`src/rtl/pipe_hazard_ctrl_if.sv`:
```
`default_nettype none
// ============================================================================
//  Module   : pipe_hazard_ctrl_if
//  Purpose  : Pipeline-stage status inputs and hazard-control outputs for
//             pipe_hazard_ctrl. With HAZ_PERF_CNT_EN defined, the stall and
//             flush performance counters are carried as well.
//  Revision : 1.0  initial release
// ============================================================================
interface pipe_hazard_ctrl_if #(
    parameter int REG_ADDR_W = 5
);
    logic [REG_ADDR_W-1:0] i_ID_RsAddr;
    logic [REG_ADDR_W-1:0] i_ID_RtAddr;
    logic                  i_ID_UsesRt;
    logic                  i_EX_MemRead;
    logic [REG_ADDR_W-1:0] i_EX_RegAddrW;
    logic                  i_MEM_Branch;
    logic                  i_MEM_Zero;
    logic                  i_MEM_Overflow;
    logic                  i_MEM_Busy;
    logic                  o_PCWrite;
    logic [1:0]            o_PCSel;
    logic                  o_IFID_Write;
    logic                  o_IFID_Flush;
    logic                  o_IDEX_Write;
    logic                  o_IDEX_Flush;
    logic                  o_EXMEM_Write;
    logic                  o_EXMEM_Flush;
    logic                  o_MemTimeout;
`ifdef HAZ_PERF_CNT_EN
    logic [31:0]           o_StallCnt;
    logic [31:0]           o_FlushCnt;

    modport master (
        output i_ID_RsAddr, i_ID_RtAddr, i_ID_UsesRt, i_EX_MemRead, i_EX_RegAddrW,
               i_MEM_Branch, i_MEM_Zero, i_MEM_Overflow, i_MEM_Busy,
        input  o_PCWrite, o_PCSel, o_IFID_Write, o_IFID_Flush, o_IDEX_Write,
               o_IDEX_Flush, o_EXMEM_Write, o_EXMEM_Flush, o_MemTimeout,
               o_StallCnt, o_FlushCnt
    );
    modport slave (
        input  i_ID_RsAddr, i_ID_RtAddr, i_ID_UsesRt, i_EX_MemRead, i_EX_RegAddrW,
               i_MEM_Branch, i_MEM_Zero, i_MEM_Overflow, i_MEM_Busy,
        output o_PCWrite, o_PCSel, o_IFID_Write, o_IFID_Flush, o_IDEX_Write,
               o_IDEX_Flush, o_EXMEM_Write, o_EXMEM_Flush, o_MemTimeout,
               o_StallCnt, o_FlushCnt
    );
`else
    modport master (
        output i_ID_RsAddr, i_ID_RtAddr, i_ID_UsesRt, i_EX_MemRead, i_EX_RegAddrW,
               i_MEM_Branch, i_MEM_Zero, i_MEM_Overflow, i_MEM_Busy,
        input  o_PCWrite, o_PCSel, o_IFID_Write, o_IFID_Flush, o_IDEX_Write,
               o_IDEX_Flush, o_EXMEM_Write, o_EXMEM_Flush, o_MemTimeout
    );
    modport slave (
        input  i_ID_RsAddr, i_ID_RtAddr, i_ID_UsesRt, i_EX_MemRead, i_EX_RegAddrW,
               i_MEM_Branch, i_MEM_Zero, i_MEM_Overflow, i_MEM_Busy,
        output o_PCWrite, o_PCSel, o_IFID_Write, o_IFID_Flush, o_IDEX_Write,
               o_IDEX_Flush, o_EXMEM_Write, o_EXMEM_Flush, o_MemTimeout
    );
`endif
endinterface
`default_nettype wire

```
`src/rtl/pipe_hazard_ctrl.sv`:
```
`default_nettype none
// ============================================================================
//  Module   : pipe_hazard_ctrl
//  Purpose  : Hazard/sequencing controller for a 5-stage MIPS pipeline.
//             Resolves memory-wait freezes, overflow and taken-branch
//             redirects and load-use stalls, with a sticky memory timeout.
//             Optional macro HAZ_PERF_CNT_EN adds stall/flush counters.
//  Revision : 1.0  initial release
// ============================================================================
module pipe_hazard_ctrl #(
    parameter int REG_ADDR_W  = 5,
    parameter int MEM_TIMEOUT = 64
) (
    input wire                clk,
    input wire                nrst,
    pipe_hazard_ctrl_if.slave hz
);
    typedef enum logic [1:0] {
        ST_RUN     = 2'd0,
        ST_MEMWAIT = 2'd1,
        ST_FLUSH   = 2'd2
    } state_t;

    localparam logic [7:0] c_TIMEOUT_M1 = 8'(MEM_TIMEOUT - 1);
    localparam logic [7:0] c_CNT_MAX    = 8'hFF;

    state_t     state_q, state_d;
    logic [7:0] wait_cnt_q, wait_cnt_d;
    logic       timeout_q, timeout_d;

    logic [REG_ADDR_W-1:0] w_id_rs, w_id_rt, w_ex_rd;
    logic                  w_load_use;
    logic                  w_redirect_ok;
    logic                  w_stall_evt;
    logic                  w_flush_evt;

    logic       pc_write;
    logic [1:0] pc_sel;
    logic       ifid_write, ifid_flush;
    logic       idex_write, idex_flush;
    logic       exmem_write, exmem_flush;

    assign w_id_rs = hz.i_ID_RsAddr;
    assign w_id_rt = hz.i_ID_RtAddr;
    assign w_ex_rd = hz.i_EX_RegAddrW;

    // A load in EX whose non-$0 destination feeds the ID instruction
    assign w_load_use = hz.i_EX_MemRead && (w_ex_rd != '0) &&
                        ((w_ex_rd == w_id_rs) || (hz.i_ID_UsesRt && (w_ex_rd == w_id_rt)));

    // MEM holds a bubble right after a redirect, so its flags are stale
    assign w_redirect_ok = (state_q != ST_FLUSH);

    // Next-state and control decode: reset > busy > overflow > branch > load-use
    always_comb begin
        pc_write    = 1'b1;
        pc_sel      = 2'b00;
        ifid_write  = 1'b1;
        ifid_flush  = 1'b0;
        idex_write  = 1'b1;
        idex_flush  = 1'b0;
        exmem_write = 1'b1;
        exmem_flush = 1'b0;
        state_d     = state_q;
        wait_cnt_d  = wait_cnt_q;
        timeout_d   = timeout_q;
        w_stall_evt = 1'b0;
        w_flush_evt = 1'b0;

        if (!nrst) begin
            pc_write    = 1'b0;
            ifid_write  = 1'b0;
            ifid_flush  = 1'b1;
            idex_write  = 1'b0;
            idex_flush  = 1'b1;
            exmem_write = 1'b0;
            exmem_flush = 1'b1;
        end else if (hz.i_MEM_Busy) begin
            pc_write    = 1'b0;
            ifid_write  = 1'b0;
            idex_write  = 1'b0;
            exmem_write = 1'b0;
            state_d     = ST_MEMWAIT;
            wait_cnt_d  = (wait_cnt_q == c_CNT_MAX) ? c_CNT_MAX : wait_cnt_q + 8'd1;
            if (wait_cnt_q == c_TIMEOUT_M1) begin
                timeout_d = 1'b1;
            end
            w_stall_evt = 1'b1;
        end else begin
            wait_cnt_d = 8'd0;
            state_d    = ST_RUN;
            if (w_redirect_ok && (hz.i_MEM_Overflow || (hz.i_MEM_Branch && hz.i_MEM_Zero))) begin
                pc_sel      = hz.i_MEM_Overflow ? 2'b10 : 2'b01;
                ifid_flush  = 1'b1;
                idex_flush  = 1'b1;
                exmem_flush = 1'b1;
                state_d     = ST_FLUSH;
                w_flush_evt = 1'b1;
            end else if (w_load_use) begin
                pc_write    = 1'b0;
                ifid_write  = 1'b0;
                idex_flush  = 1'b1;
                w_stall_evt = 1'b1;
            end
        end
    end

    // State, wait counter and sticky timeout flag
    always_ff @(posedge clk) begin
        if (!nrst) begin
            state_q    <= ST_RUN;
            wait_cnt_q <= 8'd0;
            timeout_q  <= 1'b0;
        end else begin
            state_q    <= state_d;
            wait_cnt_q <= wait_cnt_d;
            timeout_q  <= timeout_d;
        end
    end

    assign hz.o_PCWrite     = pc_write;
    assign hz.o_PCSel       = pc_sel;
    assign hz.o_IFID_Write  = ifid_write;
    assign hz.o_IFID_Flush  = ifid_flush;
    assign hz.o_IDEX_Write  = idex_write;
    assign hz.o_IDEX_Flush  = idex_flush;
    assign hz.o_EXMEM_Write = exmem_write;
    assign hz.o_EXMEM_Flush = exmem_flush;
    assign hz.o_MemTimeout  = timeout_q;

`ifdef HAZ_PERF_CNT_EN
    logic [31:0] stall_cnt_q, stall_cnt_d;
    logic [31:0] flush_cnt_q, flush_cnt_d;

    // Free-running wrap-around event counters
    always_comb begin
        stall_cnt_d = stall_cnt_q + {31'd0, w_stall_evt};
        flush_cnt_d = flush_cnt_q + {31'd0, w_flush_evt};
    end

    // Counter registers
    always_ff @(posedge clk) begin
        if (!nrst) begin
            stall_cnt_q <= 32'd0;
            flush_cnt_q <= 32'd0;
        end else begin
            stall_cnt_q <= stall_cnt_d;
            flush_cnt_q <= flush_cnt_d;
        end
    end

    assign hz.o_StallCnt = stall_cnt_q;
    assign hz.o_FlushCnt = flush_cnt_q;
`else
    logic w_unused_evt;
    assign w_unused_evt = w_stall_evt ^ w_flush_evt;
`endif

endmodule
`default_nettype wire

```
`src/flat_wrapper.sv`:
```
// flat-port wrapper written by rule: the top's interface ports become plain ports
module pipe_hazard_ctrl_flat 
#(
    parameter int REG_ADDR_W  = 5,
    parameter int MEM_TIMEOUT = 64
)
  (clk, nrst, hz_i_ID_RsAddr, hz_i_ID_RtAddr, hz_i_ID_UsesRt, hz_i_EX_MemRead, hz_i_EX_RegAddrW, hz_i_MEM_Branch, hz_i_MEM_Zero, hz_i_MEM_Overflow, hz_i_MEM_Busy, hz_o_PCWrite, hz_o_PCSel, hz_o_IFID_Write, hz_o_IFID_Flush, hz_o_IDEX_Write, hz_o_IDEX_Flush, hz_o_EXMEM_Write, hz_o_EXMEM_Flush, hz_o_MemTimeout);
  pipe_hazard_ctrl_if #(.REG_ADDR_W(REG_ADDR_W)) hz_i ();
  input wire clk;
  input wire nrst;
  input wire logic [$bits(hz_i.i_ID_RsAddr)-1:0] hz_i_ID_RsAddr;
  input wire logic [$bits(hz_i.i_ID_RtAddr)-1:0] hz_i_ID_RtAddr;
  input wire logic [$bits(hz_i.i_ID_UsesRt)-1:0] hz_i_ID_UsesRt;
  input wire logic [$bits(hz_i.i_EX_MemRead)-1:0] hz_i_EX_MemRead;
  input wire logic [$bits(hz_i.i_EX_RegAddrW)-1:0] hz_i_EX_RegAddrW;
  input wire logic [$bits(hz_i.i_MEM_Branch)-1:0] hz_i_MEM_Branch;
  input wire logic [$bits(hz_i.i_MEM_Zero)-1:0] hz_i_MEM_Zero;
  input wire logic [$bits(hz_i.i_MEM_Overflow)-1:0] hz_i_MEM_Overflow;
  input wire logic [$bits(hz_i.i_MEM_Busy)-1:0] hz_i_MEM_Busy;
  output wire logic [$bits(hz_i.o_PCWrite)-1:0] hz_o_PCWrite;
  output wire logic [$bits(hz_i.o_PCSel)-1:0] hz_o_PCSel;
  output wire logic [$bits(hz_i.o_IFID_Write)-1:0] hz_o_IFID_Write;
  output wire logic [$bits(hz_i.o_IFID_Flush)-1:0] hz_o_IFID_Flush;
  output wire logic [$bits(hz_i.o_IDEX_Write)-1:0] hz_o_IDEX_Write;
  output wire logic [$bits(hz_i.o_IDEX_Flush)-1:0] hz_o_IDEX_Flush;
  output wire logic [$bits(hz_i.o_EXMEM_Write)-1:0] hz_o_EXMEM_Write;
  output wire logic [$bits(hz_i.o_EXMEM_Flush)-1:0] hz_o_EXMEM_Flush;
  output wire logic [$bits(hz_i.o_MemTimeout)-1:0] hz_o_MemTimeout;
  assign hz_i.i_ID_RsAddr = hz_i_ID_RsAddr;
  assign hz_i.i_ID_RtAddr = hz_i_ID_RtAddr;
  assign hz_i.i_ID_UsesRt = hz_i_ID_UsesRt;
  assign hz_i.i_EX_MemRead = hz_i_EX_MemRead;
  assign hz_i.i_EX_RegAddrW = hz_i_EX_RegAddrW;
  assign hz_i.i_MEM_Branch = hz_i_MEM_Branch;
  assign hz_i.i_MEM_Zero = hz_i_MEM_Zero;
  assign hz_i.i_MEM_Overflow = hz_i_MEM_Overflow;
  assign hz_i.i_MEM_Busy = hz_i_MEM_Busy;
  assign hz_o_PCWrite = hz_i.o_PCWrite;
  assign hz_o_PCSel = hz_i.o_PCSel;
  assign hz_o_IFID_Write = hz_i.o_IFID_Write;
  assign hz_o_IFID_Flush = hz_i.o_IFID_Flush;
  assign hz_o_IDEX_Write = hz_i.o_IDEX_Write;
  assign hz_o_IDEX_Flush = hz_i.o_IDEX_Flush;
  assign hz_o_EXMEM_Write = hz_i.o_EXMEM_Write;
  assign hz_o_EXMEM_Flush = hz_i.o_EXMEM_Flush;
  assign hz_o_MemTimeout = hz_i.o_MemTimeout;
  pipe_hazard_ctrl #(.REG_ADDR_W(REG_ADDR_W), .MEM_TIMEOUT(MEM_TIMEOUT)) u_core (.clk(clk), .nrst(nrst), .hz(hz_i));
endmodule
```
`config.mk`:
```
export PLATFORM = sky130hd
export DESIGN_NAME = pipe_hazard_ctrl_flat
export DESIGN_NICKNAME = d
export VERILOG_FILES = /design/src/rtl/pipe_hazard_ctrl_if.sv /design/src/rtl/pipe_hazard_ctrl.sv /design/src/flat_wrapper.sv
export SDC_FILE = /design/constraint.sdc
export NUM_CORES = 1
export LEC_CHECK = 0
export CAP_MARGIN = 20
export CORE_MARGIN = 5
export CORE_UTILIZATION = 41
export CTS_CLUSTER_SIZE = 8
export DETAILED_ROUTE_END_ITERATION = 10
export GPL_ROUTABILITY_DRIVEN = 0
export PLACE_DENSITY_LB_ADDON = 0.2
export SLEW_MARGIN = 20
export SYNTH_ARGS = -nofsm -noshare
export SYNTH_HDL_FRONTEND = slang
export SYNTH_SLANG_ARGS = --single-unit
```
`constraint.sdc`:
```
create_clock -name clk -period 3.52 [get_ports clk]
set_clock_uncertainty 0.05 [all_clocks]
set_input_delay 0.704 -clock clk [delete_from_list [all_inputs] [get_ports clk]]
set_output_delay 0.704 -clock clk [all_outputs]
set_load 0.03 [all_outputs]
```
==> results_dict.tcl <==
set metrics [dict create \
    ioPinCount 33 \
    die_h_um 49.5 \
    startpoint_type "input pin" \
    rows 14 \
    outcome "complete, no violations" \
    clk_pin_slew_ns 0.06 \
    cap_violations 0 \
    drc 0 \
    leakage_nw 0.424 \
    hold_class "reg -> reg" \
    drt_iter0_markers 11 \
    switching_share_pct 26.5 \
    use_met2_pct 21.0 \
    use_met1_pct 18.5 \
    netlist_area_um2 639 \
    syn2layout_area_growth_pct 58.5 \
    busiest_layer "met2" \
    antenna_found_initial 0 \
    dpl-instance-area_um2 980 \
    synth_flop_cell "dfxtp_1" \
    synth_seq_cells 11 \
    reg2reg_from "u_core.wait_cnt_q[0]" \
    wirelength_um 1630 \
    insertion_delay_ns 0.27 \
    cts-root-buf "clkbuf_4" \
    hpwl_um 1360 \
    cp_data_arrival_time_ns 2.48 \
    routed-via-count 633 \
    critPathMaxFanout 4 \
    wire_per_inst_um 13.0 \
    first_pass_iters 4 \
    synth_nets 97 \
    cts_tree "yes" \
    postCtsHoldBufs 0 \
    fin_util_pct 68.1 \
    min_from "u_core.hz.o_MemTimeout" \
    final_area_mm2 0.00101 \
    core_area_mm2 0.00149 \
    gr-usage-all-layers_pct 13.5 \
    setup_viol 0 \
    avgSynthCellArea_um2 8.76 \
    rsz0062_at_grt "no" \
    p_int_w 0.000214 \
    dieArea_mm2 0.00245 \
    met3_usage_pct 2.41 \
    drv_slew 0 \
    slew_headroom_pct 75.7 \
    grt_overflow 0 \
    period_minus_slack_ns 3.23 \
    worstPathRequired_ns 2.77 \
    diodes 0 \
    post_cts_buffers 0 \
    ctsResizeCount 0 \
    power_frac_seq_pct 43.9 \
    layout_common_cells "clkdlybuf4s50_1, dfxtp_1, xor2_1, a21oi_1, nor2_1" \
    htree_levels 1 \
    clkPwrFrac_pct 29.1 \
    synth_edf_count 0 \
    grt_pass1_wl_um 2660 \
    total_power_w 0.000292 \
    cts_buffer_depth 2 \
    tns_ns 0 \
    die_x_um 49.5 \
    finalCritPeriodShare_pct 91.9 \
    numCtsBuffers 3 \
    reg2reg_slack_ns 2.03 \
    ir_drop_mv 0.245 \
    end_kind "output port" \
    cts.sinks 11 \
    whs_ns 0.424 \
    worstMarginPinSlew_ns 0.361 \
    initial_core_util_pct 42.9 \
    p_sw_w 0.0000772 \
    drive_gt1_share_pct 8.26 \
    p_per_area_mw_per_mm2 288 \
    fin_nets 134 \
    ys_async_sr_fraction_pct 0 \
    yosysWarnings 0 \
    yosysUniqueCellTypes 29 \
    layout_commonest_cell "clkdlybuf4s50_1" \
    yosysSeqAreaShare_pct 34.4 \
    port_buffers 32 \
    crit_start "hz_i_MEM_Overflow" \
    combPwrFrac_pct 27.0 \
    worstSetupPathType "in -> out" \
    grt_pass1_vias 578 \
    fmax_ghz 0.309 \
    grt_max_degree 10 \
    hold_violations 0 \
    synthCells 73 \
    vias_per_cell 5.06 \
    ant_nets 0 \
]
[power groups by stage]
stage | Combinational (W) | Sequential (W) | Clock, W
2_1_floorplan | 0.0000353 | 0.000131 | 0
3_3_place_gp | 0.0000785 | 0.000131 | 0
3_5_place_dp | 0.0000794 | 0.000131 | 0
4_1_cts | 0.0000798 | 0.000128 | 0.0000873
5_1_grt | 0.0000846 | 0.000128 | 0.0000929
6_report | 0.0000786 | 0.000128 | 0.0000849
[cells by family after synthesis]
kind of cell / after synthesis / share of synthesized area, %
buf+inv: 6 / 5.28
simple gates: 25 / 22.3
flops: 11 / 34.4
xor+xnor: 14 / 19.2
compound gates: 16 / 16.8
fa+ha+maj: 1 / 1.96
[through the flow]
stage / cells / setup slack [ns]
3_5_place_dp: 121 / 0.0742
3_3_place_gp: 121 / 0.101
2_1_floorplan: 73 / 0.683
4_1_cts: 125 / 0.0724
5_1_grt: 125 / 0.134
6_report: 125 / 0.286
[state kept, by name, indices dropped and copies added, names as in the netlist]
name / cells
u_core.hz.o_MemTimeout: 1
u_core.state_q: 2
u_core.wait_cnt_q: 8
[layout make-up]
type,count,area (um2)
Inverter,3,11.3
Clock buffer,4,26.3
Tap cell,16,20.0
Fill cell,128,475
Multi-Input combinational cell,56,385
Sequential cell,11,220
Timing Repair Buffer,35,350
[cell usage after synthesis (all sizes together) (2+ instances only)]
master	n	area, um2
dfxtp	11	220
xor2	10	87.6
a21oi	6	30.0
nor2	5	18.8
nand3	4	25.0
xnor2	4	35.0
and3	3	18.8
buf	3	22.5
inv	3	11.3
nand2	3	11.3
nand2b	2	12.5
nor3	2	10.0
o211ai	2	20.0
o21a	2	15.0
[path summary, 6_finish.rpt]
check / end / cells after the start
worst max-delay path: hz_o_EXMEM_Flush / 5
worst min-delay path: u_core.hz.o_MemTimeout / 1
worst max register to register: u_core.hz.o_MemTimeout / 5
worst min register to register: u_core.hz.o_MemTimeout / 1
[metal layers]
layer / wire, um / share of wire, % / up-vias
li1: - / - / 330
met3: 77 / 4.7 / 2
met5: 0 / 0 / -
met1: 783 / 48 / 277
met4: 21 / 1.3 / 0
met2: 746 / 46 / 24
[worst max-delay path, stage by stage]
cell and delay [ns]:
clkdlybuf4s50_1 0.49, a21o_1 0.09, nand2_1 0.10, o21ai_0 0.33, clkdlybuf4s50_1 0.76
Power figures use the tool's default switching activity.
==> edit 1, RTL diff (same settings) <==
`REG_ADDR_W` is set to 5 in 3 places; all go to 4.
--- a/src/rtl/pipe_hazard_ctrl_if.sv
+++ b/src/rtl/pipe_hazard_ctrl_if.sv
@@ -7,7 +7,7 @@
 //  Revision : 1.0  initial release
 // ============================================================================
 interface pipe_hazard_ctrl_if #(
-    parameter int REG_ADDR_W = 5
+    parameter int REG_ADDR_W = 4
 );
     logic [REG_ADDR_W-1:0] i_ID_RsAddr;
     logic [REG_ADDR_W-1:0] i_ID_RtAddr;
--- a/src/rtl/pipe_hazard_ctrl.sv
+++ b/src/rtl/pipe_hazard_ctrl.sv
@@ -8,7 +8,7 @@
 //  Revision : 1.0  initial release
 // ============================================================================
 module pipe_hazard_ctrl #(
-    parameter int REG_ADDR_W  = 5,
+    parameter int REG_ADDR_W  = 4,
     parameter int MEM_TIMEOUT = 64
 ) (
     input wire                clk,
--- a/src/flat_wrapper.sv
+++ b/src/flat_wrapper.sv
@@ -1,7 +1,7 @@
 // flat-port wrapper written by rule: the top's interface ports become plain ports
 module pipe_hazard_ctrl_flat 
 #(
-    parameter int REG_ADDR_W  = 5,
+    parameter int REG_ADDR_W  = 4,
     parameter int MEM_TIMEOUT = 64
 )
   (clk, nrst, hz_i_ID_RsAddr, hz_i_ID_RtAddr, hz_i_ID_UsesRt, hz_i_EX_MemRead, hz_i_EX_RegAddrW, hz_i_MEM_Branch, hz_i_MEM_Zero, hz_i_MEM_Overflow, hz_i_MEM_Busy, hz_o_PCWrite, hz_o_PCSel, hz_o_IFID_Write, hz_o_IFID_Flush, hz_o_IDEX_Write, hz_o_IDEX_Flush, hz_o_EXMEM_Write, hz_o_EXMEM_Flush, hz_o_MemTimeout);
Ports: changed (resized hz_i_EX_RegAddrW, hz_i_ID_RsAddr and hz_i_ID_RtAddr); port bits go from 33 to 30. No check against the original RTL was run, so the function may have changed too.
==> edit 1 against the unedited design <==
- setup slack worse by 0.12 ns
- highest routed layer unchanged
- total power down 2.0%
- sequential cell count unchanged
- register-to-register slack better by 0.02 ns
- area after synthesis down 2.9%
- global-route usage down 0.98 points
- clock power up 0.8%
- largest power group unchanged
- critical path type unchanged
- combinational power down 8.3%
- routed wire length down 11%
- utilization down 4.0 points
- cell area down 7.0%
==> edit 1: results (changes against the unedited design) <==
Seq/Total Area, Yosys: 35.5% (+1.0 points)
Crit-path max FO: 3 (-1)
Status: finished clean
Synth Area in XOR/XNOR: 16.9% (-2.2 points)
First-pass GRT wire length: 2330 um (-12%)
Slew HR: 78.9% (+3.2 points)
Area share of fa/ha/maj cells after synthesis: 2.02% (+0.059 points)
FFs w/ async S/R, synth: 0% (unchanged)
Max FFs per register: 8 (unchanged)
Min Hold Slack: 0.416 ns (-0.00808 ns)
Syn_area_per_cell: 9.13 um2 (+4.2%)
Largest cells by area after synthesis: dfxtp_1, xnor2_1, xor2_1
Number of global-route vias before repair: 508 (-12%)
GRT Total Usage: 12.6% (-0.98 points)
Post-synthesis net count: 89 (-8.2%)
CTS clk-pin slew, worst paths: 0.06 ns (about the same)
Distinct cells, synth: 28 (-3.4%)
Non-clk buf share: 31.6% (-3.0 points)
Dpl ws: 0.181 ns (+0.107 ns)
Clock buf count: 4 (unchanged)
Cell Count, Final, Fillers Out: 115 (-8.0%)
Pleak: 0.348 nW (-18%)
Synth top cells by count: dfxtp_1, xnor2_1, a21oi_1
Reg2Reg Setup Slack: 2.05 ns (+0.02 ns)
Routed WL: 1460 um (-11%)
Number of port buffers: 29 (-9.4%)
Placed Area: 916 um2 (-6.5%)
Signal buffers: 30 (-14%)
Fraction of area in multi-input gates: 38.9% (+0.89 points)
DR vias/cell: 5.10 (+0.63%)
Post-route setup slack: 0.168 ns (-0.118 ns)
Min-delay worst type: register to register
#MultiIn Comb: 51 (-8.9%)
Met1 usage: 16.3% (-2.2 points)
Placed Cells: 111 (-8.3%)
Peak supply drop: 216 uV (-12%)
Layout fillers: 129 (+0.78%)
Clk tree area frac: 2.79% (+0.20 points)
Fraction of area in registers: 23.4% (+1.6 points)
Initial detailed-routing violation count: 2 (-9)
-- edit 1: cell types whose count changed after synthesis, moves of 2 or more --
cell / before / now
xor2_1: 10 / 4
xnor2_1: 4 / 8
and3_1: 3 / 1
and3_4: 0 / 2
-- edit 1: metal layers --
layer	up-vias	wire length, um
li1	304	-
met5	-	0
met3	5	109
met1	251	723
met4	0	46
met2	26	576
-- edit 1: worst paths after layout --
check	start	to	cells after the start
worst max-delay path	hz_i_EX_RegAddrW[0]	hz_o_IDEX_Flush	5
worst min-delay path	u_core.hz.o_MemTimeout	u_core.hz.o_MemTimeout	1
worst max register to register	u_core.wait_cnt_q[0]	u_core.wait_cnt_q[1]	5
worst min register to register	u_core.hz.o_MemTimeout	u_core.hz.o_MemTimeout	1
-- edit 1: report_power, final --
group          internal [mW]  switching (mW)
Clock                 0.0440          0.0416
Combinational         0.0397          0.0324
Sequential             0.127         0.00131
==> edit 2, RTL diff (same settings) <==
Made on the original files. The 3 states of `state_t` get a one-hot encoding in 3 bits.
--- a/src/rtl/pipe_hazard_ctrl.sv
+++ b/src/rtl/pipe_hazard_ctrl.sv
@@ -15,10 +15,10 @@
     input wire                nrst,
     pipe_hazard_ctrl_if.slave hz
 );
-    typedef enum logic [1:0] {
-        ST_RUN     = 2'd0,
-        ST_MEMWAIT = 2'd1,
-        ST_FLUSH   = 2'd2
+    typedef enum logic [2:0] {
+        ST_RUN     = 3'b001,
+        ST_MEMWAIT = 3'b010,
+        ST_FLUSH   = 3'b100
     } state_t;
 
     localparam logic [7:0] c_TIMEOUT_M1 = 8'(MEM_TIMEOUT - 1);
Formal check against the unedited RTL: no difference found for any inputs over 10 cycles, from zero or initial values and one cycle with nrst low; not proved beyond that.
==> edit 2 against the unedited design <==
- total power rose by 1.2%
- combinational power fell by 1%
- via count fell by 1.4%
- area after synthesis rose by 9.4%
- highest routed layer unchanged
- largest cell class unchanged
- critical path depth did not move
- routed wire length fell by 1.2%
- global-route usage fell by 0.40 points
- sequential power rose by 9%
- non-clock buffer count fell by 2
- cell area rose by 3.1%
- sequential cell count rose by 1
- setup slack improved by 0.059 ns
- worst hold slack got worse by 0.0089 ns
- register-to-register slack got worse by 0.08 ns
==> edit 2: results (changes against the unedited design) <==
Layout cells sized above 1: 12.0% (+3.8 points)
Inverter count: 4 (+1)
Arrival time worst endpoint: 2.42 ns (-0.06 ns)
Largest cells by area after synthesis: dfxtp_1, xor2_1, a21oi_2
Metal1 wirelength: 692 um (-12%)
Number of global-route vias before repair: 629 (+8.8%)
Status: finished clean
Mean routed wirelength per cell: 12.9 um (-1.2%)
Routed WL: 1610 um (-1.2%)
Clock buf count: 3 (-1)
Layout fillers: 140 (+9.4%)
Reg2Reg Setup Slack: 1.95 ns (-0.08 ns)
DP Wirelength: 1360 um (-0.15%)
Crit path to: hz_o_IFID_Flush
Peak supply drop: 194 uV (-21%)
Logic power comb: 77.6 uW (-1%)
Dpl ws: 0.0449 ns (-0.0293 ns)
Met2 wire length: 752 um (+0.80%)
Clk tree area frac: 2.16% (-0.44 points)
Worst flop-to-flop path endpoint: u_core.wait_cnt_q[0]
Pleak: 0.424 nW (-0.11%)
Via Count: 624 (-1.4%)
Seq group: 140 uW (+9%)
Distinct cells, synth: 33 (+14%)
Met2 usage: 22.1% (+1.1 points)
Flops & latches, synth: 12 (+1)
Non-clk buf share: 32.1% (-2.5 points)
-- edit 2: cell types whose count changed in the layout (fill, tap and decap cells not counted), sizes merged, moves of 2 or more --
cell / delta
buf: -2
or2: +2
o21ai: +2
o211ai: -2
-- edit 2: worst min-delay path by stage --
stage	start	to	slack (ns)	depth (start not counted)
finish	u_core.hz.o_MemTimeout	u_core.hz.o_MemTimeout	0.41	1
global placement	u_core.hz.o_MemTimeout	u_core.hz.o_MemTimeout	0.40	1
detailed placement	u_core.hz.o_MemTimeout	u_core.hz.o_MemTimeout	0.40	1
global route	u_core.hz.o_MemTimeout	u_core.hz.o_MemTimeout	0.45	1
floorplan	u_core.wait_cnt_q[0]	u_core.wait_cnt_q[0]	0.40	1
CTS	u_core.hz.o_MemTimeout	u_core.hz.o_MemTimeout	0.42	1
-- edit 2: logic make-up (layout without fill, tap and decap cells) --
kind of cell             Yosys count  in the layout  share of synthesized area [%]
flip-flops                        12             12                           34.3
AND/OR/NAND/NOR                   24             24                           20.9
XOR/XNOR                          14             14                           17.5
buffers and inverters              8             40                           6.98
AO/OA/AOI/OAI                     17             17                           18.4
adder cells (fa/ha/maj)            1              1                           1.79
-- edit 2: worst register-to-register path, stage by stage, from the launching register on --
cell     delay (ns)
dfxtp_1        0.38
ha_1           0.23
and3_4         0.22
nand3_2        0.09
or2_1          0.37
a21oi_2        0.17
-- edit 2: per-stage QoR --
stage	util, %	cells
after global placement	60.7	122
after CTS	62.1	125
after floorplan	-	76
after detailed placement	60.7	122
final	62.5	125
after global routing	62.5	125
-- edit 2: repair_timing --
action,in CTS,in global routing
resized for setup,0,3
endpoints found under the setup margin,0,3
hold buffers,0,0
